File: config.mk
export PLATFORM = sky130hd
export DESIGN_NAME = pipe_exe_md_flat
export DESIGN_NICKNAME = d
export VERILOG_FILES = /design/src/rtl/pipe_exe_md_pkg.sv /design/src/rtl/pipe_exe_md_if.sv /design/src/rtl/pipe_exe_md_md_unit.sv /design/src/rtl/pipe_exe_md.sv /design/src/flat_wrapper.sv
export SDC_FILE = /design/constraint.sdc
export NUM_CORES = 2
export LEC_CHECK = 0
export CORE_ASPECT_RATIO = 2
export CORE_MARGIN = 2
export CORE_UTILIZATION = 40
export CTS_CLUSTER_DIAMETER = 60
export DETAILED_ROUTE_END_ITERATION = 8
export PLACE_DENSITY = 0.62
export SLEW_MARGIN = 0
export SYNTH_ARGS = -nofsm -noshare
export SYNTH_HDL_FRONTEND = slang
export SYNTH_SLANG_ARGS = --single-unit
File: constraint.sdc
create_clock -name clock -period 15.05 [get_ports clock]
set_clock_uncertainty 0.2 [all_clocks]
set_input_delay 3.01 -clock clock [delete_from_list [all_inputs] [get_ports clock]]
set_output_delay 3.01 -clock clock [all_outputs]
set_load 0.01 [all_outputs]
File: src/rtl/pipe_exe_md_pkg.sv
// pipe_pkg: encodings shared by the execute stage, its multiply/divide unit,
// the EX-stage bus interface and the testbench.
//   WIDTH   - datapath width
//   aluc_e  - ALU operation select carried on ealuc
//   md_op_e - multiply/divide / HI-LO access select carried on emd_op
package pipe_pkg;

    localparam int WIDTH = 32;

    typedef enum logic [3:0] {
        ALUC_ADD = 4'd0,
        ALUC_SUB = 4'd1,
        ALUC_AND = 4'd2,
        ALUC_OR  = 4'd3,
        ALUC_XOR = 4'd4,
        ALUC_LUI = 4'd5,
        ALUC_SLL = 4'd6,
        ALUC_SRL = 4'd7,
        ALUC_SRA = 4'd8,
        ALUC_SLT = 4'd9
    } aluc_e;

    typedef enum logic [2:0] {
        MD_NONE  = 3'd0,
        MD_MULT  = 3'd1,
        MD_MULTU = 3'd2,
        MD_DIV   = 3'd3,
        MD_DIVU  = 3'd4,
        MD_MFHI  = 3'd5,
        MD_MFLO  = 3'd6,
        MD_MTHL  = 3'd7   // eimm[0] picks the target: 0 HI, 1 LO
    } md_op_e;

    // True for the four ops that launch an iterative multiply/divide.
    function automatic logic md_is_start(input logic [2:0] op);
        return (op >= MD_MULT) && (op <= MD_DIVU);
    endfunction

endpackage

File: src/rtl/pipe_exe_md_if.sv
// pipe_exe_md_if: ID/EX -> EX -> EX/MEM signal bundle of the execute stage.
//   master: the ID/EX side (drives operands/controls, observes results)
//   slave : the execute stage itself
//   inputs : ea, eb, eimm, epc4, ealuc, ealuimm, eshift, ejal, emd_op,
//            ewreg_i, ewmem_i
//   outputs: ealu, eb_o, ewreg, ewmem, stall_md, md_busy
interface pipe_exe_md_if;
    import pipe_pkg::*;

    logic [WIDTH-1:0] ea;
    logic [WIDTH-1:0] eb;
    logic [WIDTH-1:0] eimm;
    logic [WIDTH-1:0] epc4;
    logic [3:0]       ealuc;
    logic             ealuimm;
    logic             eshift;
    logic             ejal;
    logic [2:0]       emd_op;
    logic             ewreg_i;
    logic             ewmem_i;

    logic [WIDTH-1:0] ealu;
    logic [WIDTH-1:0] eb_o;
    logic             ewreg;
    logic             ewmem;
    logic             stall_md;
    logic             md_busy;

    modport master (
        output ea, eb, eimm, epc4, ealuc, ealuimm, eshift, ejal, emd_op,
               ewreg_i, ewmem_i,
        input  ealu, eb_o, ewreg, ewmem, stall_md, md_busy
    );

    modport slave (
        input  ea, eb, eimm, epc4, ealuc, ealuimm, eshift, ejal, emd_op,
               ewreg_i, ewmem_i,
        output ealu, eb_o, ewreg, ewmem, stall_md, md_busy
    );

endinterface

File: src/rtl/pipe_exe_md_md_unit.sv
// pipe_md_unit: HI/LO registers plus an iterative multiply/divide engine
// that retires one bit per cycle (shift-add multiply, restoring divide).
//   clock, reset : pipeline clock, asynchronous active-high reset
//   op           : emd_op from the execute stage
//   a, b         : operands (a is also the mthi/mtlo source)
//   sel_lo       : mthi/mtlo target select (0 HI, 1 LO)
//   busy         : an operation is in flight
//   hi, lo       : architectural HI/LO
// Ops are only accepted while idle; whenever busy the execute stage stalls
// any md op, so "idle" and "not stalled" coincide here.
module pipe_md_unit
    import pipe_pkg::*;
#(
    parameter int W         = WIDTH,
    parameter int MD_CYCLES = WIDTH
) (
    input  logic         clock,
    input  logic         reset,
    input  logic [2:0]   op,
    input  logic [W-1:0] a,
    input  logic [W-1:0] b,
    input  logic         sel_lo,
    output logic         busy,
    output logic [W-1:0] hi,
    output logic [W-1:0] lo
);

    localparam int CW = $clog2(MD_CYCLES + 1);

    localparam logic [0:0] S_IDLE = 1'b0;
    localparam logic [0:0] S_RUN  = 1'b1;

    logic [0:0]    state;
    logic [CW-1:0] cnt;
    logic          is_div;
    logic          neg_lo;    // negate product (mult) or quotient (div)
    logic          neg_hi;    // negate remainder (signed div)
    // mult: acc_hi = partial product, acc_lo = multiplier shifting out / product low
    // div : acc_hi = partial remainder, acc_lo = dividend shifting out / quotient in
    logic [W-1:0]  acc_hi;
    logic [W-1:0]  acc_lo;
    logic [W-1:0]  opnd;      // multiplicand or divisor magnitude

    logic          start;
    logic          mthl;
    logic          op_div;
    logic          op_signed;
    logic [W-1:0]  a_mag;
    logic [W-1:0]  b_mag;

    assign start  = (state == S_IDLE) && md_is_start(op);
    assign mthl   = (state == S_IDLE) && (op == MD_MTHL);
    assign op_div = (op == MD_DIV) || (op == MD_DIVU);
    // A signed divide by zero runs unsigned so the raw dividend lands in HI
    // and LO comes out all ones, exactly like divu.
    assign op_signed = (op == MD_MULT) || ((op == MD_DIV) && (b != '0));
    assign a_mag     = (op_signed && a[W-1]) ? -a : a;
    assign b_mag     = (op_signed && b[W-1]) ? -b : b;

    logic [W:0]     mul_sum;
    logic [W:0]     div_shift;
    logic           div_ge;
    logic [W-1:0]   div_sub;
    logic [W-1:0]   step_hi;
    logic [W-1:0]   step_lo;
    logic [2*W-1:0] prod_fix;
    logic [W-1:0]   fin_hi;
    logic [W-1:0]   fin_lo;

    always_comb begin
        // NOTE: every variable gets a value before any branch so this block
        // stays purely combinational (no latch on an untaken path).
        mul_sum   = {1'b0, acc_hi} + (acc_lo[0] ? {1'b0, opnd} : '0);
        div_shift = {acc_hi, acc_lo[W-1]};
        div_ge    = div_shift >= {1'b0, opnd};
        div_sub   = div_shift[W-1:0] - opnd;   // exact whenever div_ge holds
        step_hi   = mul_sum[W:1];
        step_lo   = {mul_sum[0], acc_lo[W-1:1]};
        if (is_div) begin
            step_hi = div_ge ? div_sub : div_shift[W-1:0];
            step_lo = {acc_lo[W-2:0], div_ge};
        end

        // Sign correction applied to the value produced by the final step.
        prod_fix = neg_lo ? -{step_hi, step_lo} : {step_hi, step_lo};
        fin_hi   = prod_fix[2*W-1:W];
        fin_lo   = prod_fix[W-1:0];
        if (is_div) begin
            fin_hi = neg_hi ? -step_hi : step_hi;
            fin_lo = neg_lo ? -step_lo : step_lo;
        end
    end

    // NOTE: clocked state uses non-blocking assignments only, so every
    // register samples the pre-edge values regardless of statement order.
    always_ff @(posedge clock or posedge reset) begin
        if (reset) begin
            state  <= S_IDLE;
            cnt    <= '0;
            is_div <= 1'b0;
            neg_lo <= 1'b0;
            neg_hi <= 1'b0;
            acc_hi <= '0;
            acc_lo <= '0;
            opnd   <= '0;
            hi     <= '0;
            lo     <= '0;
        end else begin
            case (state)
                S_IDLE: begin
                    if (start) begin
                        state  <= S_RUN;
                        cnt    <= CW'(MD_CYCLES);
                        is_div <= op_div;
                        neg_lo <= op_signed && (a[W-1] ^ b[W-1]);
                        neg_hi <= op_signed && op_div && a[W-1];
                        acc_hi <= '0;
                        acc_lo <= op_div ? a_mag : b_mag;
                        opnd   <= op_div ? b_mag : a_mag;
                    end else if (mthl) begin
                        if (sel_lo) lo <= a;
                        else        hi <= a;
                    end
                end
                default: begin   // S_RUN
                    acc_hi <= step_hi;
                    acc_lo <= step_lo;
                    cnt    <= cnt - 1'b1;
                    if (cnt == CW'(1)) begin
                        hi    <= fin_hi;
                        lo    <= fin_lo;
                        state <= S_IDLE;
                    end
                end
            endcase
        end
    end

    assign busy = (state == S_RUN);

endmodule

File: src/rtl/pipe_exe_md.sv
// pipe_exe_md: execute stage of the five-stage pipeline, between ID/EX and
// EX/MEM. Computes the ALU/jal/HI/LO result, passes store data through, and
// gates the write enables while the multiply/divide unit forces a stall.
//   clock, reset : pipeline clock, asynchronous active-high reset
//   bus (slave)  : ea, eb, eimm, epc4, ealuc, ealuimm, eshift, ejal, emd_op,
//                  ewreg_i, ewmem_i in; ealu, eb_o, ewreg, ewmem, stall_md,
//                  md_busy out
// Parameters: WIDTH datapath width, MD_CYCLES iterations per mul/div (must
// equal WIDTH since one operand bit is retired per cycle).
module pipe_exe_md #(
    parameter int WIDTH     = 32,
    parameter int MD_CYCLES = 32
) (
    input  logic          clock,
    input  logic          reset,
    pipe_exe_md_if.slave  bus
);
    import pipe_pkg::*;

    logic [WIDTH-1:0] hi;
    logic [WIDTH-1:0] lo;
    logic             busy;
    logic             stall;
    logic [WIDTH-1:0] b_op;
    logic [4:0]       sa;
    logic [WIDTH-1:0] alu_out;
    logic [WIDTH-1:0] result;

    pipe_md_unit #(
        .W         (WIDTH),
        .MD_CYCLES (MD_CYCLES)
    ) u_md (
        .clock  (clock),
        .reset  (reset),
        .op     (bus.emd_op),
        .a      (bus.ea),
        .b      (bus.eb),
        .sel_lo (bus.eimm[0]),
        .busy   (busy),
        .hi     (hi),
        .lo     (lo)
    );

    // Any HI/LO access or new mul/div waits for the one in flight; plain ALU
    // instructions keep flowing underneath it.
    assign stall = busy && (bus.emd_op != MD_NONE);

    assign b_op = bus.ealuimm ? bus.eimm : bus.eb;
    assign sa   = bus.eshift ? bus.ea[4:0] : bus.eimm[10:6];

    always_comb begin
        alu_out = '0;
        case (bus.ealuc)
            ALUC_ADD: alu_out = bus.ea + b_op;
            ALUC_SUB: alu_out = bus.ea - b_op;
            ALUC_AND: alu_out = bus.ea & b_op;
            ALUC_OR:  alu_out = bus.ea | b_op;
            ALUC_XOR: alu_out = bus.ea ^ b_op;
            ALUC_LUI: alu_out = {b_op[15:0], 16'h0};
            ALUC_SLL: alu_out = b_op << sa;
            ALUC_SRL: alu_out = b_op >> sa;
            ALUC_SRA: alu_out = $signed(b_op) >>> sa;
            ALUC_SLT: alu_out = {{(WIDTH-1){1'b0}}, $signed(bus.ea) < $signed(b_op)};
            default:  alu_out = '0;
        endcase
    end

    always_comb begin
        if (bus.ejal)                    result = bus.epc4 + WIDTH'(4);
        else if (bus.emd_op == MD_MFHI)  result = hi;
        else if (bus.emd_op == MD_MFLO)  result = lo;
        else                             result = alu_out;
    end

    assign bus.ealu     = result;
    assign bus.eb_o     = bus.eb;
    assign bus.ewreg    = bus.ewreg_i & ~stall;
    assign bus.ewmem    = bus.ewmem_i & ~stall;
    assign bus.stall_md = stall;
    assign bus.md_busy  = busy;

endmodule

File: src/flat_wrapper.sv
// flat-port wrapper written by rule: the top's interface ports become plain ports
module pipe_exe_md_flat import pipe_pkg::*;
#(
    parameter int WIDTH     = 32,
    parameter int MD_CYCLES = 32
)
  (clock, reset, bus_ea, bus_eb, bus_eimm, bus_epc4, bus_ealuc, bus_ealuimm, bus_eshift, bus_ejal, bus_emd_op, bus_ewreg_i, bus_ewmem_i, bus_ealu, bus_eb_o, bus_ewreg, bus_ewmem, bus_stall_md, bus_md_busy);
  pipe_exe_md_if bus_i ();
  input  logic clock;
  input  logic reset;
  input wire logic [$bits(bus_i.ea)-1:0] bus_ea;
  input wire logic [$bits(bus_i.eb)-1:0] bus_eb;
  input wire logic [$bits(bus_i.eimm)-1:0] bus_eimm;
  input wire logic [$bits(bus_i.epc4)-1:0] bus_epc4;
  input wire logic [$bits(bus_i.ealuc)-1:0] bus_ealuc;
  input wire logic [$bits(bus_i.ealuimm)-1:0] bus_ealuimm;
  input wire logic [$bits(bus_i.eshift)-1:0] bus_eshift;
  input wire logic [$bits(bus_i.ejal)-1:0] bus_ejal;
  input wire logic [$bits(bus_i.emd_op)-1:0] bus_emd_op;
  input wire logic [$bits(bus_i.ewreg_i)-1:0] bus_ewreg_i;
  input wire logic [$bits(bus_i.ewmem_i)-1:0] bus_ewmem_i;
  output wire logic [$bits(bus_i.ealu)-1:0] bus_ealu;
  output wire logic [$bits(bus_i.eb_o)-1:0] bus_eb_o;
  output wire logic [$bits(bus_i.ewreg)-1:0] bus_ewreg;
  output wire logic [$bits(bus_i.ewmem)-1:0] bus_ewmem;
  output wire logic [$bits(bus_i.stall_md)-1:0] bus_stall_md;
  output wire logic [$bits(bus_i.md_busy)-1:0] bus_md_busy;
  assign bus_i.ea = bus_ea;
  assign bus_i.eb = bus_eb;
  assign bus_i.eimm = bus_eimm;
  assign bus_i.epc4 = bus_epc4;
  assign bus_i.ealuc = bus_ealuc;
  assign bus_i.ealuimm = bus_ealuimm;
  assign bus_i.eshift = bus_eshift;
  assign bus_i.ejal = bus_ejal;
  assign bus_i.emd_op = bus_emd_op;
  assign bus_i.ewreg_i = bus_ewreg_i;
  assign bus_i.ewmem_i = bus_ewmem_i;
  assign bus_ealu = bus_i.ealu;
  assign bus_eb_o = bus_i.eb_o;
  assign bus_ewreg = bus_i.ewreg;
  assign bus_ewmem = bus_i.ewmem;
  assign bus_stall_md = bus_i.stall_md;
  assign bus_md_busy = bus_i.md_busy;
  pipe_exe_md #(.WIDTH(WIDTH), .MD_CYCLES(MD_CYCLES)) u_core (.clock(clock), .reset(reset), .bus(bus_i));
endmodule
== Word level (Yosys, flattened, before mapping) ==
Index checks and enable logic that the tools add are counted.

* Output and inout port bits: 68
* Logic and storage cells: 114
* Bits in registers: 170

* Add/subtract/negate cells: 11
* Shift-type cells: 3
* Bitwise logic cells: 8
* Reductions and logical operators: 21
* Equal/unequal tests: 19
* $lt $le $gt $ge: 4
* Mux-type cells: 38

{| class="wikitable"
|+ Operator list
! kind !! count
|-
| $mux 32 || 30
|-
| $pmux 32 s10 || 1
|-
| $neg 32->32 || 4
|-
| $mux 64 || 1
|-
| $neg 64->64 || 1
|-
| $sub 32x32->32 || 2
|-
| $add 32x32->33 || 1
|-
| $ge 33x32->1 || 1
|-
| $add 32x3->32 const B || 1
|-
| $add 32x32->32 || 1
|-
| $and 32x32->32 || 1
|-
| $lt 32x32->1 || 1
|-
| $or 32x32->32 || 1
|-
| $reduce_bool 32->1 || 1
|-
| $shl 32x5->32 || 1
|-
| $shr 32x5->32 || 1
|-
| $sshr 32x5->32 || 1
|-
| $xor 32x32->32 || 1
|-
| $eq 4x3->1 const B || 4
|-
| $eq 3x3->1 const B || 4
|-
| $mux 6 || 2
|-
| $logic_and 1x1->1 || 10
|-
| $eq 4x2->1 const B || 2
|-
| $eq 4x4->1 const B || 2
|-
| 20 further kinds || 29
|}

== Depth between registers and ports, before layout ==
* Depth after elaboration: 8
* Mapped depth: 27

== Modules after synthesis ==
A second synthesis with hierarchy kept.

* Cells, all modules: 3658
* Area total of the unflattened synthesis: 27179.8 um2

{| class="wikitable"
|+ By module, submodules not included
! module !! cells each !! area an instance (um2) !! instances
|-
| pipe_md_unit || 1925 || 15397.3 || 1
|-
| pipe_exe_md || 1733 || 11782.6 || 1
|}

== Worst setup path before layout ==
No wires, ideal clock.

* Path kind: input to output
* From: input bus_ealuimm
* To: output bus_ealu[29]
* Stages: 17
* Path buffers: 3
* Slack: 4.583 ns
* Data arrival time: 7.257 ns
* Required time: 11.840 ns
* Cells stage by stage: clkbuf_1 -> buf_1 -> mux2i_1 -> ha_1 -> clkbuf_1 -> or4_1 -> nor3_1 -> nand2_1 -> or3_1 -> a31o_2 -> nand4_1 -> a2111oi_0 -> o41ai_1 -> o21ai_0 -> xnor2_1 -> a2111oi_0 -> nor2_1

* Cells in the longest elaborated chain, start to end: 6
* Elaborated cells on any way between the ends: 13
* Those cells by class: 2 x add/sub; 3 x shift; 5 x mux; 3 x bitwise

{| class="wikitable"
|+ Ends and longest elaborated chain
! element !! RTL line !! text
|-
| start, declared || flat_wrapper.sv:16 || <nowiki>input wire logic [$bits(bus_i.ealuimm)-1:0] bus_ealuimm;</nowiki>
|-
| $mux 32 (*) || pipe_exe_md.sv:48 || <nowiki>assign b_op = bus.ealuimm ? bus.eimm : bus.eb;</nowiki>
|-
| $sub 32x32->32, or another cell as far along || pipe_exe_md.sv:55 || <nowiki>ALUC_SUB: alu_out = bus.ea - b_op;</nowiki>
|-
| $pmux 32 s10 (*) || pipe_exe_md.sv:53 || <nowiki>case (bus.ealuc)</nowiki>
|-
| $mux 32 (*) || pipe_exe_md.sv:71 || <nowiki>else if (bus.emd_op == MD_MFLO) result = lo;</nowiki>
|-
| $mux 32 (*) || pipe_exe_md.sv:70 || <nowiki>else if (bus.emd_op == MD_MFHI) result = hi;</nowiki>
|-
| $mux 32 (*) || pipe_exe_md.sv:69 || <nowiki>if (bus.ejal) result = bus.epc4 + WIDTH'(4);</nowiki>
|-
| end, declared || flat_wrapper.sv:22 || <nowiki>output wire logic [$bits(bus_i.ealu)-1:0] bus_ealu;</nowiki>
|}

Every way passes the cells marked *; elsewhere a longest branch is shown, timed or not.

== Worst setup path in the final report ==
* From: input bus_ealuimm
* To: output bus_ealu[31]

Same word-level chain as after synthesis.

==> flow_summary.ini <==
[sta]
whs_ns = 0.297
period_share = 0.844
setup_slack_ns = 2.35
rsz0062_at_grt = no
tns_ns = 0
slew_violations = 1
maxSlewHeadroom = -0.00164
finalCriticalPeriod_ns = 12.70
hold_viol = 0
fmax_ghz = 0.0788
finalSetupViolCount = 0
worst_slew_pin_slew_ns = 1.49

[global_route]
grt_pass1_vias = 30252
grt_use_total = 0.449
grt-ovfl-total = 0
grt_max_degree = 68
grt_pass1_wl_um = 210000
grt_antenna_before_repair = 8

[die]
die-area_mm2 = 0.0646
io_pins = 210
die_h_um = 357
coreArea_mm2 = 0.0618
fp.dieW_um = 181
rows = 129
start_util = 0.404

[routing]
routedWlPerCell_um = 34.0
ant_nets = 0
dr_total_vias = 29658
drt-total-wl_um = 149000
drcViolationCount = 0
drt_iter0_drc = 2659
via_per_inst = 6.79
first_pass_iters = 6

[yosys]
avgSynthCellArea_um2 = 7.11
ys_ff_latch = 170
syn_nets = 3825
synth_edf_count = 0
netlist_instances = 3512
async_flop_share = 1.00
synth.distinct_cells = 96
ys_seq_area_frac = 0.170
syn_area_mm2 = 0.0250
synth_flop_cell = dfrtp_1
yosys_warnings = 0

[cells_and_area]
area_delta_synth_final_pct = 13.5
nNetsFinal = 3880
instances_no_fill = 4368
post-route-util = 0.459
fill_cells = 6539
layout-drive-gt1-share = 0.0591
fin_area_mm2 = 0.0283

[pwr]
powerDensity_mw_per_mm2 = 223
power_mw = 6.32
total_leakage_power_nw = 11.7
peakVddDrop_mv = 0.139

[critical_path]
cp-end-kind = output pin
cp-endpoint = bus_ealu[31]
r2r-end = u_core.u_md.hi[24]$_DFFE_PP0P_
cp-start-kind = input pin
path_class = input pin to output pin
path_max_fanout = 18
critPathRequiredTime_ns = 11.84
critPathLaunch = bus_ealuimm
arrival_ns = 9.49
r2r_cells = 22
r2r_start = u_core.u_md.acc_hi[25]$_DFFE_PP0P_
r2r_slack_ns = 7.44

[clock_network]
cts_buffers = 25
cts-hold-fix-buffers = 0
clock_sinks = 170
clk_latency_ns = 0.52
h-tree-depth = 4
clockBufferDepth = 3
cts_resized = 0
cts_tree = yes
cts_root_buffer = clkbuf_16
path_clk_slew_ns = 0.07
postCtsSetupRepairBufs = 0

[place]
place.gp.congestion = 1.10
hpwlAfterDp_um = 120000
port_buffers = 209
placed_cell_area_mm2 = 0.0276
placedCellCount = 4325
pre_cts_ws_ns = 2.49

[run_status]
status = complete, but fails checks
violations = max-capacitance violations, max-slew violations

[flow_run]
drv_cap = 1

[hold_path]
hold_path.class = flop to flop
sequential cells by signal (all words and copies together) (netlist names):
register,cells
u_core.u_md.opnd,32
u_core.u_md.neg_hi,1
u_core.u_md.acc_lo,32
u_core.u_md.busy,1
u_core.u_md.is_div,1
u_core.u_md.lo,32
u_core.u_md.cnt,6
u_core.u_md.acc_hi,32
u_core.u_md.neg_lo,1
u_core.u_md.hi,32
final cells by class:
type                            instances  area (um2)  share of cell area
Tap cell                              786         983              0.0347
Sequential cell                       170        4260               0.150
Clock buffer                           29         661              0.0233
Timing Repair Buffer                  290        2690              0.0948
Clock inverter                          4        22.5            0.000794
Multi-Input combinational cell       2915       19100               0.673
Inverter                              165         624              0.0220
Antenna cell                            9        22.5            0.000794
power breakdown:
group	internal, mW	total (mW)	switching [mW]
Clock	0.308	0.527	0.219
Sequential	0.695	0.991	0.296
Combinational	1.68	4.80	3.12
metal layers:
metal  part of all wire  track usage
met1               0.30        0.390
met2               0.49        0.782
met3              0.060       0.0788
met4               0.15        0.576
met5            0.00038            0
worst max-delay path: stages:
cell	delay, ns
buf_2	0.57
buf_4	0.43
mux2i_1	0.54
inv_1	0.46
ha_1	0.37
nor3_1	0.44
o211ai_1	0.27
a31oi_1	0.36
o21ai_0	0.42
a21oi_1	0.53
o21ai_0	0.27
and4_1	0.26
a2111oi_0	0.35
o21ai_0	0.20
xor2_1	0.17
nand2_1	0.06
a21oi_1	0.17
clkdlybuf4s50_1	0.55
worst min path at each step:
stage | from | end | depth (start not counted)
3_5_place_dp | u_core.u_md.hi[15]$_DFFE_PP0P_ | u_core.u_md.hi[15]$_DFFE_PP0P_ | 1
4_1_cts | u_core.u_md.cnt[5]$_DFFE_PP0P_ | u_core.u_md.cnt[5]$_DFFE_PP0P_ | 1
5_1_grt | u_core.u_md.hi[8]$_DFFE_PP0P_ | u_core.u_md.hi[8]$_DFFE_PP0P_ | 2
3_3_place_gp | u_core.u_md.cnt[5]$_DFFE_PP0P_ | u_core.u_md.cnt[5]$_DFFE_PP0P_ | 1
6_report | u_core.u_md.cnt[5]$_DFFE_PP0P_ | u_core.u_md.cnt[5]$_DFFE_PP0P_ | 1
2_1_floorplan | u_core.u_md.hi[8]$_DFFE_PP0P_ | u_core.u_md.hi[8]$_DFFE_PP0P_ | 2
kinds of logic after synthesis:
family                   count (synthesis)  synth area share
multiplexers                           158            0.0652
XOR/XNOR                               205            0.0719
adder cells (fa/ha/maj)                171            0.0868
AO/OA/AOI/OAI                         1232             0.321
flip-flops                             170             0.170
buffers and inverters                  427            0.0702
AND/OR/NAND/NOR                       1149             0.215
synth_stat cells (70+ instances only):
cell type	instances	area, um2
ha_1	167	2090
nor2_1	350	1310
dfrtp_1	170	4250
a21oi_1	347	1740
nand3_1	70	350
xnor2_1	147	1290
nor3_1	111	556
inv_1	163	612
mux2i_1	121	1210
clkbuf_1	195	732
o21ai_0	255	1280
nand2_1	338	1270
placed cells by master (no fill, tap or decap), drive strengths merged, types with 121 or more instances in the layout:
master         count
dfrtp            170
o21ai            280
nor2             351
ha               167
mux2i            121
nand2            339
xnor2            147
inv              163
a21oi            349
clkdlybuf4s50    206
No activity file was read; power rests on OpenSTA's default activity.
